### src/rtl/uart_pkg.sv
`default_nettype none
// +--------------------------------------------------------------------------+
// | uart_pkg : shared UART definitions (state enum, data width, baud divider)|
// | Rev 1.0                                                                  |
// +--------------------------------------------------------------------------+
package uart_pkg;

    localparam int DATA_BITS = 8;

    typedef enum logic [2:0] {
        IDLE      = 3'd0,
        START     = 3'd1,
        DATA      = 3'd2,
        STOP      = 3'd3,
        WAIT_HIGH = 3'd4
    } rx_state_e;

    // Shared with the transmitter so both ends derive the same bit period.
    function automatic int baud_div(input int clk_freq, input int baud);
        return clk_freq / baud;
    endfunction

endpackage
`default_nettype wire

### src/rtl/uart_rx_if.sv
`default_nettype none
// +--------------------------------------------------------------------------+
// | uart_rx_if : received-byte valid/ready port plus error pulses            |
// | Rev 1.0                                                                  |
// +--------------------------------------------------------------------------+
interface uart_rx_if;
    import uart_pkg::*;

    logic [DATA_BITS-1:0] dout;
    logic                 dout_vld;
    logic                 dout_rdy;
    logic                 frame_err;
    logic                 overrun;

    modport master (output dout, dout_vld, frame_err, overrun, input dout_rdy);
    modport slave  (input dout, dout_vld, frame_err, overrun, output dout_rdy);

endinterface
`default_nettype wire

### src/rtl/sync2.sv
`default_nettype none
// +--------------------------------------------------------------------------+
// | sync2 : two-flop synchronizer for asynchronous pad inputs                |
// | Rev 1.0                                                                  |
// +--------------------------------------------------------------------------+
module sync2 #(
    parameter bit RESET_VAL = 1'b1
) (
    input  logic clk,
    input  logic rstn,
    input  logic d_i,
    output logic q_o
);

    logic [1:0] sync_q;

    always_ff @(posedge clk or negedge rstn) begin
        if (!rstn) begin
            sync_q <= {2{RESET_VAL}};
        end else begin
            sync_q <= {sync_q[0], d_i};
        end
    end

    assign q_o = sync_q[1];

endmodule
`default_nettype wire

### src/rtl/uart_rx.sv
`default_nettype none
// +--------------------------------------------------------------------------+
// | uart_rx : 8N1 receiver with one-entry valid/ready output buffer          |
// | Rev 1.0                                                                  |
// +--------------------------------------------------------------------------+
module uart_rx
    import uart_pkg::*;
#(
    parameter int CLK_FREQ = 100_000_000,
    parameter int BAUD     = 115200
) (
    input  logic      clk,
    input  logic      rstn,
    input  logic      rxd,
    uart_rx_if.master bus
);

    localparam int c_DIV   = baud_div(CLK_FREQ, BAUD);
    localparam int c_HALF  = c_DIV / 2;
    localparam int c_CNT_W = $clog2(c_DIV);
    localparam int c_IDX_W = $clog2(DATA_BITS);

    localparam logic [c_CNT_W-1:0] c_DIV_LAST  = c_CNT_W'(c_DIV - 1);
    localparam logic [c_CNT_W-1:0] c_HALF_LAST = c_CNT_W'(c_HALF - 1);
    localparam logic [c_IDX_W-1:0] c_IDX_LAST  = c_IDX_W'(DATA_BITS - 1);

    logic                 w_rxs;
    logic                 w_consume;

    rx_state_e            state_q;
    logic [c_CNT_W-1:0]   cnt_q;
    logic [c_IDX_W-1:0]   idx_q;
    logic [DATA_BITS-1:0] shift_q;
    logic                 done_q;
    logic                 ferr_q;

    logic [DATA_BITS-1:0] dout_q;
    logic                 dout_vld_q;
    logic                 frame_err_q;
    logic                 overrun_q;

    sync2 #(
        .RESET_VAL (1'b1)
    ) u_sync_rxd (
        .clk  (clk),
        .rstn (rstn),
        .d_i  (rxd),
        .q_o  (w_rxs)
    );

    // The counter free-runs and wraps; every state entry forces it back to 0.
    always_ff @(posedge clk or negedge rstn) begin
        if (!rstn) begin
            state_q <= IDLE;
            cnt_q   <= '0;
            idx_q   <= '0;
            shift_q <= '0;
            done_q  <= 1'b0;
            ferr_q  <= 1'b0;
        end else begin
            done_q <= 1'b0;
            ferr_q <= 1'b0;
            cnt_q  <= (cnt_q == c_DIV_LAST) ? '0 : cnt_q + 1'b1;
            case (state_q)
                IDLE: begin
                    if (!w_rxs) begin
                        state_q <= START;
                        cnt_q   <= '0;
                    end
                end
                START: begin
                    if (cnt_q == c_HALF_LAST) begin
                        cnt_q   <= '0;
                        idx_q   <= '0;
                        state_q <= w_rxs ? IDLE : DATA;
                    end
                end
                DATA: begin
                    if (cnt_q == c_DIV_LAST) begin
                        cnt_q          <= '0;
                        shift_q[idx_q] <= w_rxs;
                        if (idx_q == c_IDX_LAST) begin
                            state_q <= STOP;
                        end else begin
                            idx_q <= idx_q + 1'b1;
                        end
                    end
                end
                STOP: begin
                    if (cnt_q == c_DIV_LAST) begin
                        cnt_q <= '0;
                        if (w_rxs) begin
                            done_q  <= 1'b1;
                            state_q <= IDLE;
                        end else begin
                            ferr_q  <= 1'b1;
                            state_q <= WAIT_HIGH;
                        end
                    end
                end
                WAIT_HIGH: begin
                    if (w_rxs) begin
                        state_q <= IDLE;
                        cnt_q   <= '0;
                    end
                end
                default: begin
                    state_q <= IDLE;
                    cnt_q   <= '0;
                end
            endcase
        end
    end

    assign w_consume = dout_vld_q & bus.dout_rdy;

    // A consume in the completion cycle frees the slot for the new byte.
    always_ff @(posedge clk or negedge rstn) begin
        if (!rstn) begin
            dout_q      <= '0;
            dout_vld_q  <= 1'b0;
            frame_err_q <= 1'b0;
            overrun_q   <= 1'b0;
        end else begin
            frame_err_q <= ferr_q;
            overrun_q   <= done_q & dout_vld_q & ~bus.dout_rdy;
            if (done_q && (!dout_vld_q || w_consume)) begin
                dout_q     <= shift_q;
                dout_vld_q <= 1'b1;
            end else if (w_consume) begin
                dout_vld_q <= 1'b0;
            end
        end
    end

    assign bus.dout      = dout_q;
    assign bus.dout_vld  = dout_vld_q;
    assign bus.frame_err = frame_err_q;
    assign bus.overrun   = overrun_q;

endmodule
`default_nettype wire

### src/flat_wrapper.sv
// flat-port wrapper written by rule: the top's interface ports become plain ports
module uart_rx_flat import uart_pkg::*;
#(
    parameter int CLK_FREQ = 100_000_000,
    parameter int BAUD     = 115200
)
  (clk, rstn, rxd, bus_dout, bus_dout_vld, bus_frame_err, bus_overrun, bus_dout_rdy);
  uart_rx_if bus_i ();
  input  logic clk;
  input  logic rstn;
  input  logic rxd;
  output wire logic [$bits(bus_i.dout)-1:0] bus_dout;
  output wire logic [$bits(bus_i.dout_vld)-1:0] bus_dout_vld;
  output wire logic [$bits(bus_i.frame_err)-1:0] bus_frame_err;
  output wire logic [$bits(bus_i.overrun)-1:0] bus_overrun;
  input wire logic [$bits(bus_i.dout_rdy)-1:0] bus_dout_rdy;
  assign bus_dout = bus_i.dout;
  assign bus_dout_vld = bus_i.dout_vld;
  assign bus_frame_err = bus_i.frame_err;
  assign bus_overrun = bus_i.overrun;
  assign bus_i.dout_rdy = bus_dout_rdy;
  uart_rx #(.CLK_FREQ(CLK_FREQ), .BAUD(BAUD)) u_core (.clk(clk), .rstn(rstn), .rxd(rxd), .bus(bus_i));
endmodule
### config.mk
export PLATFORM = sky130hd
export DESIGN_NAME = uart_rx_flat
export DESIGN_NICKNAME = d
export VERILOG_FILES = /design/src/rtl/uart_pkg.sv /design/src/rtl/uart_rx_if.sv /design/src/rtl/sync2.sv /design/src/rtl/uart_rx.sv /design/src/flat_wrapper.sv
export SDC_FILE = /design/constraint.sdc
export NUM_CORES = 1
export LEC_CHECK = 0
export BUFFER_PORTS_ARGS = -buffer_cell sky130_fd_sc_hd__clkbuf_2
export CELL_PAD_IN_SITES_DETAIL_PLACEMENT = 1
export CELL_PAD_IN_SITES_GLOBAL_PLACEMENT = 1
export CORE_MARGIN = 3
export CORE_UTILIZATION = 30
export DETAILED_ROUTE_END_ITERATION = 10
export PLACE_DENSITY_LB_ADDON = 0.1
export SLEW_MARGIN = 0
export SYNTH_ARGS = -nofsm -noshare
export SYNTH_HDL_FRONTEND = slang
export SYNTH_SLANG_ARGS = --single-unit
### constraint.sdc
create_clock -name clk -period 2.3 [get_ports clk]
set_input_delay 0.115 -clock clk [delete_from_list [all_inputs] [get_ports clk]]
set_output_delay 0.115 -clock clk [all_outputs]
set_load 0.03 [all_outputs]
==> results of run 1 <==
[logic make-up (layout without fill, tap and decap cells)]
| logic type | count (synthesis) | in the layout | synth area share, % |
|---|---|---|---|
| multiplexers | 18 | 18 | 10.5 |
| flip-flops | 39 | 39 | 51.3 |
| AND/OR/NAND/NOR | 59 | 59 | 19.4 |
| buffers and inverters | 14 | 33 | 3.74 |
| AO/OA/AOI/OAI | 20 | 20 | 8.27 |
| XOR/XNOR | 9 | 9 | 4.14 |
| adder cells (fa/ha/maj) | 4 | 4 | 2.63 |
[power groups by stage]
stage | Clock (mW) | Sequential (mW) | Combinational (mW)
final | 0.461 | 0.693 | 0.0197
after CTS | 0.489 | 0.693 | 0.0214
after global routing | 0.524 | 0.693 | 0.0234
after global placement | 0 | 0.706 | 0.0189
after detailed placement | 0 | 0.706 | 0.0200
after floorplan | 0 | 0.703 | 0.00428
[routing by layer]
metal	up-vias	GRT usage [%]	routed length [um]
met1	686	14.2	1740
met3	5	3.65	141
li1	626	-	-
met2	15	21.3	2070
met4	0	4.03	57
met5	-	0	0
[registers in the layout, indices dropped and copies added, names as in the netlist]
register and count:
u_core.cnt_q 10, u_core.u_sync_rxd.sync_q 2, u_core.bus.dout_vld 1, u_core.idx_q 3, u_core.bus.frame_err 1, u_core.bus.overrun 1, u_core.shift_q 8, u_core.bus.dout 8
u_core.ferr_q 1, u_core.state_q 3, u_core.done_q 1
[final timing paths]
path	endpoint	slack [ns]	cells after the start
worst max register to register	u_core.shift_q[6]$_DFFE_PN0P_	0.38	5
worst min register to register	u_core.bus.frame_err$_DFF_PN0_	0.35	0
worst max-delay path	u_core.shift_q[6]$_DFFE_PN0P_	0.38	5
min in group clk	u_core.bus.overrun$_DFF_PN0_	0.12	3
max in group asynchronous	u_core.bus.dout[2]$_DFFE_PN0P_	1.70	1
worst min-delay path	u_core.bus.overrun$_DFF_PN0_	-0.01	1
[per-stage QoR]
stage / area [um^2] / std cells / hold WS [ns] / power, mW
floorplan: 1910 / 163 / -0.181 / 0.707
global placement: 2050 / 249 / 0.203 / 0.724
detailed placement: 2050 / 249 / 0.205 / 0.726
CTS: 2150 / 257 / 0.0265 / 1.20
global route: 2150 / 257 / 0.0638 / 1.24
finish: 2150 / 257 / -0.0104 / 1.17
[area by class of cell]
type                       instances  area, um^2  share of cell area (%)
tap                               75        93.8                    4.37
sequential                        39         978                    45.5
clock buffer                       6        82.6                    3.84
multi-input combinational        110         856                    39.8
inverter                           8        30.0                    1.40
clock inverter                     1        5.00                   0.233
timing repair buffer              18         103                    4.78
[layout by cell type (no fill, tap or decap), types with 3 or more instances in the layout]
master,count
mux2_1,4
clkbuf_2,14
inv_1,8
clkbuf_8,6
mux2_2,12
nor4_1,5
buf_4,3
nand4_1,5
dfrtp_1,37
xor2_1,3
nor2_1,12
a21oi_1,3
nand3_1,7
nor3_1,4
xnor2_1,6
nand2_1,10
ha_1,4
a211oi_1,9
==> impl_metrics.yaml, run 1 <==
run_status:
  status: "finished, violations left"
  violations: "hold timing"
sta:
  min_period_ns: 1.92
  max_slew_margin_pct: 33.0
  whs_ns: -0.0104
  finalSetupViolations: 0
  tns_ns: 0
  worst_pin_slew_ns: 1.01
  rsz0062_at_grt: "false"
  fmax_ghz: 0.521
  skew_ns: 0.00577
  final.setup.worst_slack_ns: 0.381
  finalCritPeriodShare_pct: 83.4
  drv_slew: 0
  finalHoldViolations: 14
critical_path:
  critical_path_class: "reg -> reg"
  critPathSlowestCell: "dfrtp_1"
  critPathTopFamily: "simple AND/OR/NAND/NOR gates"
  worstPathRequired_ns: 2.47
  cp_slowest_stage_delay_ns: 0.42
  endpoint_kind: "flop"
  startpoint: "u_core.cnt_q[0]$_DFF_PN0_"
  cp_num_buf_inv: 0
  reg2reg_from: "u_core.cnt_q[0]$_DFF_PN0_"
  worstPathCellList: "ha_1 > and4bb_4 > nand4_2 > nor4_1 > mux2_2"
  worstPathMaxFanout: 5
  startpoint_type: "flop"
  crit_arrival_ns: 2.09
finish:
  nNetsFinal: 190
  fillCellCount: 676
  n_antenna_cell: 0
  synthToLayoutAreaGrowth_pct: 12.7
  final_core_util_pct: 35.7
  drive_above_1_share_pct: 25.3
pwr:
  powerDensity_nw_per_um2: 546
  switchingPower_mw: 0.245
  seqPwrFrac_pct: 59.0
  clkPwrFrac_pct: 39.3
  p_int_mw: 0.928
  combPwrFrac_pct: 1.7
  p_leak_nw: 0.996
  peakVddDrop_mv: 0.296
  swShare_pct: 20.9
placed_design:
  port_buffers: 14
  dp_slack_ns: 0.365
  gp_congestion: 0.759
  dp.final_hpwl_mm: 2.87
clock_network:
  h-tree-depth: 2
  post_cts_resized: 0
  hold_buffers: 1
  clock_path_buffers: 2
  clk_pin_slew_worst_paths_ns: 0.07
  cts-root-buf: "clkbuf_8"
  cts_tree: "yes"
  cts_post_setup_buffers_inserted: 0
  clk_latency_ns: 0.29
  cts_inserted_buffers: 5
  cts_num_sinks: 39
logic_synthesis:
  async_flop_share_pct: 100
  ys_seq_area_share_pct: 51.3
  synthCells: 163
  synth_top_area_share_pct: 48.6
  syn_nets: 171
  netlist_area_um2: 1910
  synth-seq-cells: 39
  ys_top_cells_by_area: "dfrtp_1 49%, mux2_2 7.1%, a211oi_1 3.5%, dfstp_2 2.8%, xnor2_1 2.8%"
  synth_most_common_cell: "dfrtp_1"
  synth_top_area_cell: "dfrtp_1"
  synth_ff_type: "dfrtp_1"
  synth_cell_type_count: 42
  synth.avg_cell_area_um2: 11.7
  synth_warnings: 0
  ys_top_cells_by_count: "37 x dfrtp_1, 12 x mux2_2, 12 x nor2_1"
  synth_edf_count: 0
global_routing:
  antenna_found_initial: 0
  grt_pass1_vias: 1426
  gr-total-overflow: 0
  grt_pass1_wl_mm: 6.96
  grt_max_degree: 40
  grtUsageTotal_pct: 12.2
floorplan:
  die_w_um: 85.7
  die_h_um: 85.7
  coreArea_um2: 6030
  design.die.area_um2: 7340
  io_pins: 15
  rows: 28
  start_util_pct: 31.6
routing:
  drt-vias-per-instance: 5.18
  routed_wl_mm: 4.01
  first_iter_violations: 53
  vias: 1332
  first_pass_iters: 4
  routedWlPerCell_um: 15.6
  drc: 0
  ant_nets: 0
worst_hold_path:
  hp-class: "in -> async"
job:
  drv_cap: 0
(Power assumes the default switching activity.)
==> run 2, diff against run 1 <==
==> constraint.sdc (replaced) <==
create_clock -name clk -period 1.6 [get_ports clk]
set_input_delay 0.08 -clock clk [delete_from_list [all_inputs] [get_ports clk]]
set_output_delay 0.08 -clock clk [all_outputs]
set_load 0.03 [all_outputs]
==> run 2 against run 1 <==
  * The run ends with setup timing left
  * Setup slack worse by 0.51 ns
  * Register-to-register slack lost 0.51 ns
  * Routed wire length up 13%
  * Non-clock buffer count grew 27
  * Via count is 8.8% higher
  * Count of clock-buffer cells in the layout grew 1
  * Final cell count up 11%
  * Core utilization increased by 7.1 points
==> impl_metrics.yaml, run 2 (synthesis results as in run 1) <==
pwr:
  powerDensity_nw_per_um2: 693
  peakVddDrop_mv: 0.277
  p_leak_nw: 1.18
floorplan:
  die_w_um: 85.7
  die_h_um: 85.7
  io_pins: 15
  rows: 28
  start_util_pct: 31.6
  coreArea_um2: 6030
  design.die.area_um2: 7340
sta:
  min_period_ns: 1.73
  final.setup.worst_slack_ns: -0.126
  finalSetupViolations: 21
  finalCritPeriodShare_pct: 108
  drv_slew: 0
  rsz0062_at_grt: "true"
  finalHoldViolations: 0
  worst_pin_slew_ns: 0.502
  fmax_ghz: 0.580
  max_slew_margin_pct: 66.5
  skew_ns: 0.00730
job:
  drv_cap: 0
run_status:
  status: "finished, violations left"
  violations: "setup timing"
global_routing:
  grt_max_degree: 40
  grt_pass1_vias: 1562
  antenna_found_initial: 0
  gr-total-overflow: 0
  grt_pass1_wl_mm: 7.85
  grtUsageTotal_pct: 13.7
placed_design:
  dp.final_hpwl_mm: 3.26
  gp_congestion: 0.768
  dp_slack_ns: -0.143
  port_buffers: 14
clock_network:
  cts_num_sinks: 39
  cts-root-buf: "clkbuf_8"
  cts_inserted_buffers: 5
  cts_tree: "yes"
  clk_pin_slew_worst_paths_ns: 0.08
  clock_path_buffers: 2
  h-tree-depth: 2
  clk_latency_ns: 0.29
routing:
  drc: 0
  first_pass_iters: 4
  vias: 1449
  routed_wl_mm: 4.52
  ant_nets: 0
  drt-vias-per-instance: 5.08
  first_iter_violations: 66
  routedWlPerCell_um: 15.9
critical_path:
  startpoint_type: "flop"
  cp_num_buf_inv: 0
  worstPathCellList: "ha_4 > and4bb_4 > nand4_4 > nor4_2 > mux2_2"
  critPathSlowestCell: "dfrtp_1"
  crit_arrival_ns: 1.91
  critical_path_class: "reg -> reg"
  critPathTopFamily: "simple AND/OR/NAND/NOR gates"
  worstPathMaxFanout: 5
  worstPathRequired_ns: 1.78
  cp_slowest_stage_delay_ns: 0.42
  endpoint_kind: "flop"
finish:
  registers.top_by_ff_count: "u_core.cnt_q"
  final_core_util_pct: 42.8
  largest_reg_flops: 10
  mostFrequentLayoutCells: "37 x dfrtp_1, 26 x buf_4, 14 x clkbuf_2"
  synthToLayoutAreaGrowth_pct: 35.3
  n_antenna_cell: 0
  nNetsFinal: 217
  drive_above_1_share_pct: 45.7
  final_common_cell: "dfrtp_1"
worst_hold_path:
  hp-class: "in -> reg"
==> run 2: changes by cell type in the layout (fill, tap and decap cells not counted), moves of 2 or more <==
cell,previous run,this run
nor4_4,0,4
ha_1,4,0
nor2_1,12,10
mux2_4,0,5
buf_6,0,3
mux2_2,12,10
buf_4,3,26
mux2_1,4,1
ha_4,0,3
o21ai_2,0,2
nor2_2,0,2
nor4_1,5,0
==> run 2: worst register-to-register path, stage by stage, from the launching register on <==
cell and delay, ns:
dfrtp_1 0.42, ha_4 0.16, and4bb_4 0.29, nand4_4 0.18, nor4_2 0.21, mux2_2 0.36
==> run 2: layer usage <==
| layer | vias up | GRT usage, % | routed length, um |
|---|---|---|---|
| met5 | - | 0 | 0 |
| met4 | 0 | 3.88 | 33 |
| met3 | 4 | 2.88 | 106 |
| met2 | 15 | 24.3 | 2420 |
| met1 | 748 | 16.7 | 1960 |
| li1 | 682 | - | - |
==> run 2: path summary, 6_finish.rpt <==
path / slack [ns] / startpoint / endpoint / cells past startpoint
setup / recovery: -0.13 / u_core.cnt_q[1]$_DFF_PN0_ / u_core.shift_q[6]$_DFFE_PN0P_ / 5
hold / removal: 0.08 / bus_dout_rdy / u_core.bus.overrun$_DFF_PN0_ / 3
setup reg to reg: -0.13 / u_core.cnt_q[1]$_DFF_PN0_ / u_core.shift_q[6]$_DFFE_PN0P_ / 5
hold reg to reg: 0.35 / u_core.ferr_q$_DFF_PN0_ / u_core.bus.frame_err$_DFF_PN0_ / 0
max in group asynchronous: 0.86 / rstn / u_core.u_sync_rxd.sync_q[0]$_DFF_PN1_ / 3
min in group asynchronous: 0.38 / rstn / u_core.bus.dout[3]$_DFFE_PN0P_ / 3
==> run 2: through the flow <==
step	TNS (ns)	cell area, um^2	std cells	hold slack, ns	power, mW
after floorplan	-0.226	1950	163	-0.216	1.02
after global placement	-0.659	2250	270	0.169	1.05
after detailed placement	-0.976	2250	270	0.174	1.05
after CTS	-0.843	2480	283	0.0781	1.82
final	-1.56	2580	285	0.0833	1.79
after global routing	-3.52	2580	285	0.0973	1.88
==> run 2: what timing repair did <==
item | in CTS | in global routing
resized for setup | 15 | 17
hold endpoints to repair | 38 | 0
buffers inserted | 3 | 2
endpoints found under the setup margin | 23 | 25
hold buffers | 2 | 0
pin swaps | 6 | 8
==> run 2: report_power, final <==
part           total (mW)  switching (mW)  internal, mW
Combinational      0.0375          0.0263        0.0111
Clock               0.757           0.364         0.393
Sequential          0.992         0.00231         0.989
Total                1.79           0.393          1.39
==> run 2: cell type report <==
class | instances | area, um^2
Fill cell | 660 | 3450
Clock inverter | 1 | 7.51
Timing Repair Buffer | 45 | 319
Inverter | 8 | 30.0
Clock buffer | 7 | 96.3
Sequential cell | 39 | 978
Tap cell | 75 | 93.8
Multi-Input combinational cell | 110 | 1050
==> run 3, diff against run 2 <==
==> constraint.sdc (replaced) <==
create_clock -name clk -period 1.6 [get_ports clk]
set_input_delay 0 -clock clk [delete_from_list [all_inputs] [get_ports clk]]
set_output_delay 0 -clock clk [all_outputs]
set_load 0.03 [all_outputs]
==> run 3 against run 2 <==
  * The flow still finishes with violations (setup timing)
  * Sequential share of layout area fell by 0.15 points
  * Combinational power grew 5%
  * Die area stayed put
  * Largest power group unchanged
==> impl_metrics.yaml, run 3 (synthesis results as in run 1) <==
critical_path:
  worstPathRequired_ns: 1.79
  cp_slowest_stage_delay_ns: 0.42
  rr_endpoint: "u_core.shift_q[6]$_DFFE_PN0P_"
  cp_num_buf_inv: 0
  critical_path_class: "reg -> reg"
  cp.depth: 5
  startpoint_type: "flop"
  critPathTopFamily: "simple AND/OR/NAND/NOR gates"
  startpoint: "u_core.cnt_q[1]$_DFF_PN0_"
  crit_arrival_ns: 1.91
  critPathSlowestCell: "dfrtp_1"
  worstPathCellList: "ha_4 > and4bb_4 > nand4_4 > nor4_2 > mux2_2"
  r2r_cells: 5
  worstPathMaxFanout: 5
  reg2reg_from: "u_core.cnt_q[1]$_DFF_PN0_"
  endpoint_kind: "flop"
  reg2reg_slack_ns: -0.13
clock_network:
  clk_latency_ns: 0.29
  h-tree-depth: 2
  cts_inserted_buffers: 5
  cts_num_sinks: 39
  cts-root-buf: "clkbuf_8"
  cts_tree: "yes"
  clk_pin_slew_worst_paths_ns: 0.08
  clock_path_buffers: 2
sta:
  final.setup.worst_slack_ns: -0.126
  drv_slew: 0
  rsz0062_at_grt: "true"
  finalCritPeriodShare_pct: 108
  skew_ns: 0.00723
  finalHoldViolations: 0
  worst_pin_slew_ns: 0.504
  min_period_ns: 1.73
  max_slew_margin_pct: 66.4
  finalSetupViolations: 21
  fmax_ghz: 0.579
global_routing:
  grtUsageTotal_pct: 13.7
  grt_use_met3_pct: 2.88
  grt_busiest_layer: "met2"
  use_met2_pct: 24.4
  grt_pass1_wl_mm: 7.85
  antenna_found_initial: 0
  grt_pass1_vias: 1561
  gr-total-overflow: 0
  grt_use_met1_pct: 16.7
  grt_max_degree: 40
routing:
  first_pass_iters: 2
  vias: 1456
  ant_nets: 0
  first_iter_violations: 64
  routedWlPerCell_um: 15.9
  drt-vias-per-instance: 5.09
  routed_wl_mm: 4.55
  drc: 0
run_status:
  status: "finished, violations left"
  violations: "setup timing"
placed_design:
  dp_slack_ns: -0.143
  gp_congestion: 0.768
  port_buffers: 14
  place_area_um2: 2250
  dp.final_hpwl_mm: 3.26
floorplan:
  io_pins: 15
  start_util_pct: 31.6
  rows: 28
  coreArea_um2: 6030
  design.die.area_um2: 7340
  die_h_um: 85.7
  die_w_um: 85.7
finish:
  n_antenna_cell: 0
  drive_above_1_share_pct: 45.5
  synthToLayoutAreaGrowth_pct: 35.9
  registers.top_by_ff_count: "u_core.cnt_q"
  mostFrequentLayoutCells: "37 x dfrtp_1, 26 x buf_4, 14 x clkbuf_2"
  largest_reg_flops: 10
  fillCellCount: 659
  nNetsFinal: 218
  final_area_um2: 2590
  final_common_cell: "dfrtp_1"
pwr:
  power_mw: 1.79
  p_leak_nw: 1.19
  peakVddDrop_mv: 0.280
  powerDensity_nw_per_um2: 693
job:
  drv_cap: 0
worst_hold_path:
  hp-class: "in -> async"
-- run 3: changes by cell type in the layout (fill, tap and decap cells not counted), sizes merged --
cell | before | now
dlygate4sd3 | 2 | 3
-- run 3: per-stage QoR --
step	setup TNS [ns]	hold slack, ns	std cells	util, %
detailed placement	-0.976	0.0940	270	37.4
finish	-1.50	0.296	286	43.0
global route	-3.52	0.338	286	43.0
floorplan	-0.226	-0.296	163	-
CTS	-0.843	0.320	284	41.3
global placement	-0.659	0.0887	270	37.4
-- run 3: how the worst max path moves through the flow --
stage	to	slack (ns)
global placement	u_core.shift_q[2]$_DFFE_PN0P_	-0.11
finish	u_core.shift_q[6]$_DFFE_PN0P_	-0.13
global route	u_core.shift_q[2]$_DFFE_PN0P_	-0.20
CTS	u_core.shift_q[2]$_DFFE_PN0P_	-0.13
detailed placement	u_core.shift_q[0]$_DFFE_PN0P_	-0.14
floorplan	u_core.shift_q[0]$_DFFE_PN0P_	-0.03
-- run 3: area by class of cell --
class / count / area [um^2] / share of cell area, %
inverters: 8 / 30.0 / 1.16
repair buffers: 46 / 329 / 12.7
clock inverters: 1 / 7.51 / 0.290
multi-input cells: 110 / 1050 / 40.7
well taps: 75 / 93.8 / 3.62
flip-flops and latches: 39 / 978 / 37.8
clock buffers: 7 / 96.3 / 3.72
-- run 3: worst register-to-register path, stage by stage (launching register included) --
cell and delay [ns]:
dfrtp_1 0.42, ha_4 0.16, and4bb_4 0.29, nand4_4 0.18, nor4_2 0.21, mux2_2 0.36
-- run 3: timing repair --
item	CTS	global route
pin swaps	6	8
resized for setup	15	17
setup endpoints to repair	23	25
setup buffers	3	2
endpoints found under the hold margin	39	0
hold buffers	3	0
-- run 3: routing by layer --
metal  vias to the layer above  part of all wire [%]
met4                         0                   1.2
li1                        685                     -
met1                       750                    43
met2                        14                    53
met5                         -                     0
met3                         7                   2.4
-- run 3: power by group --
| group | switching, mW | total [mW] | internal, mW |
|---|---|---|---|
| sequential | 0.00231 | 0.992 | 0.989 |
| combinational | 0.0267 | 0.0394 | 0.0127 |
| clock | 0.370 | 0.763 | 0.393 |
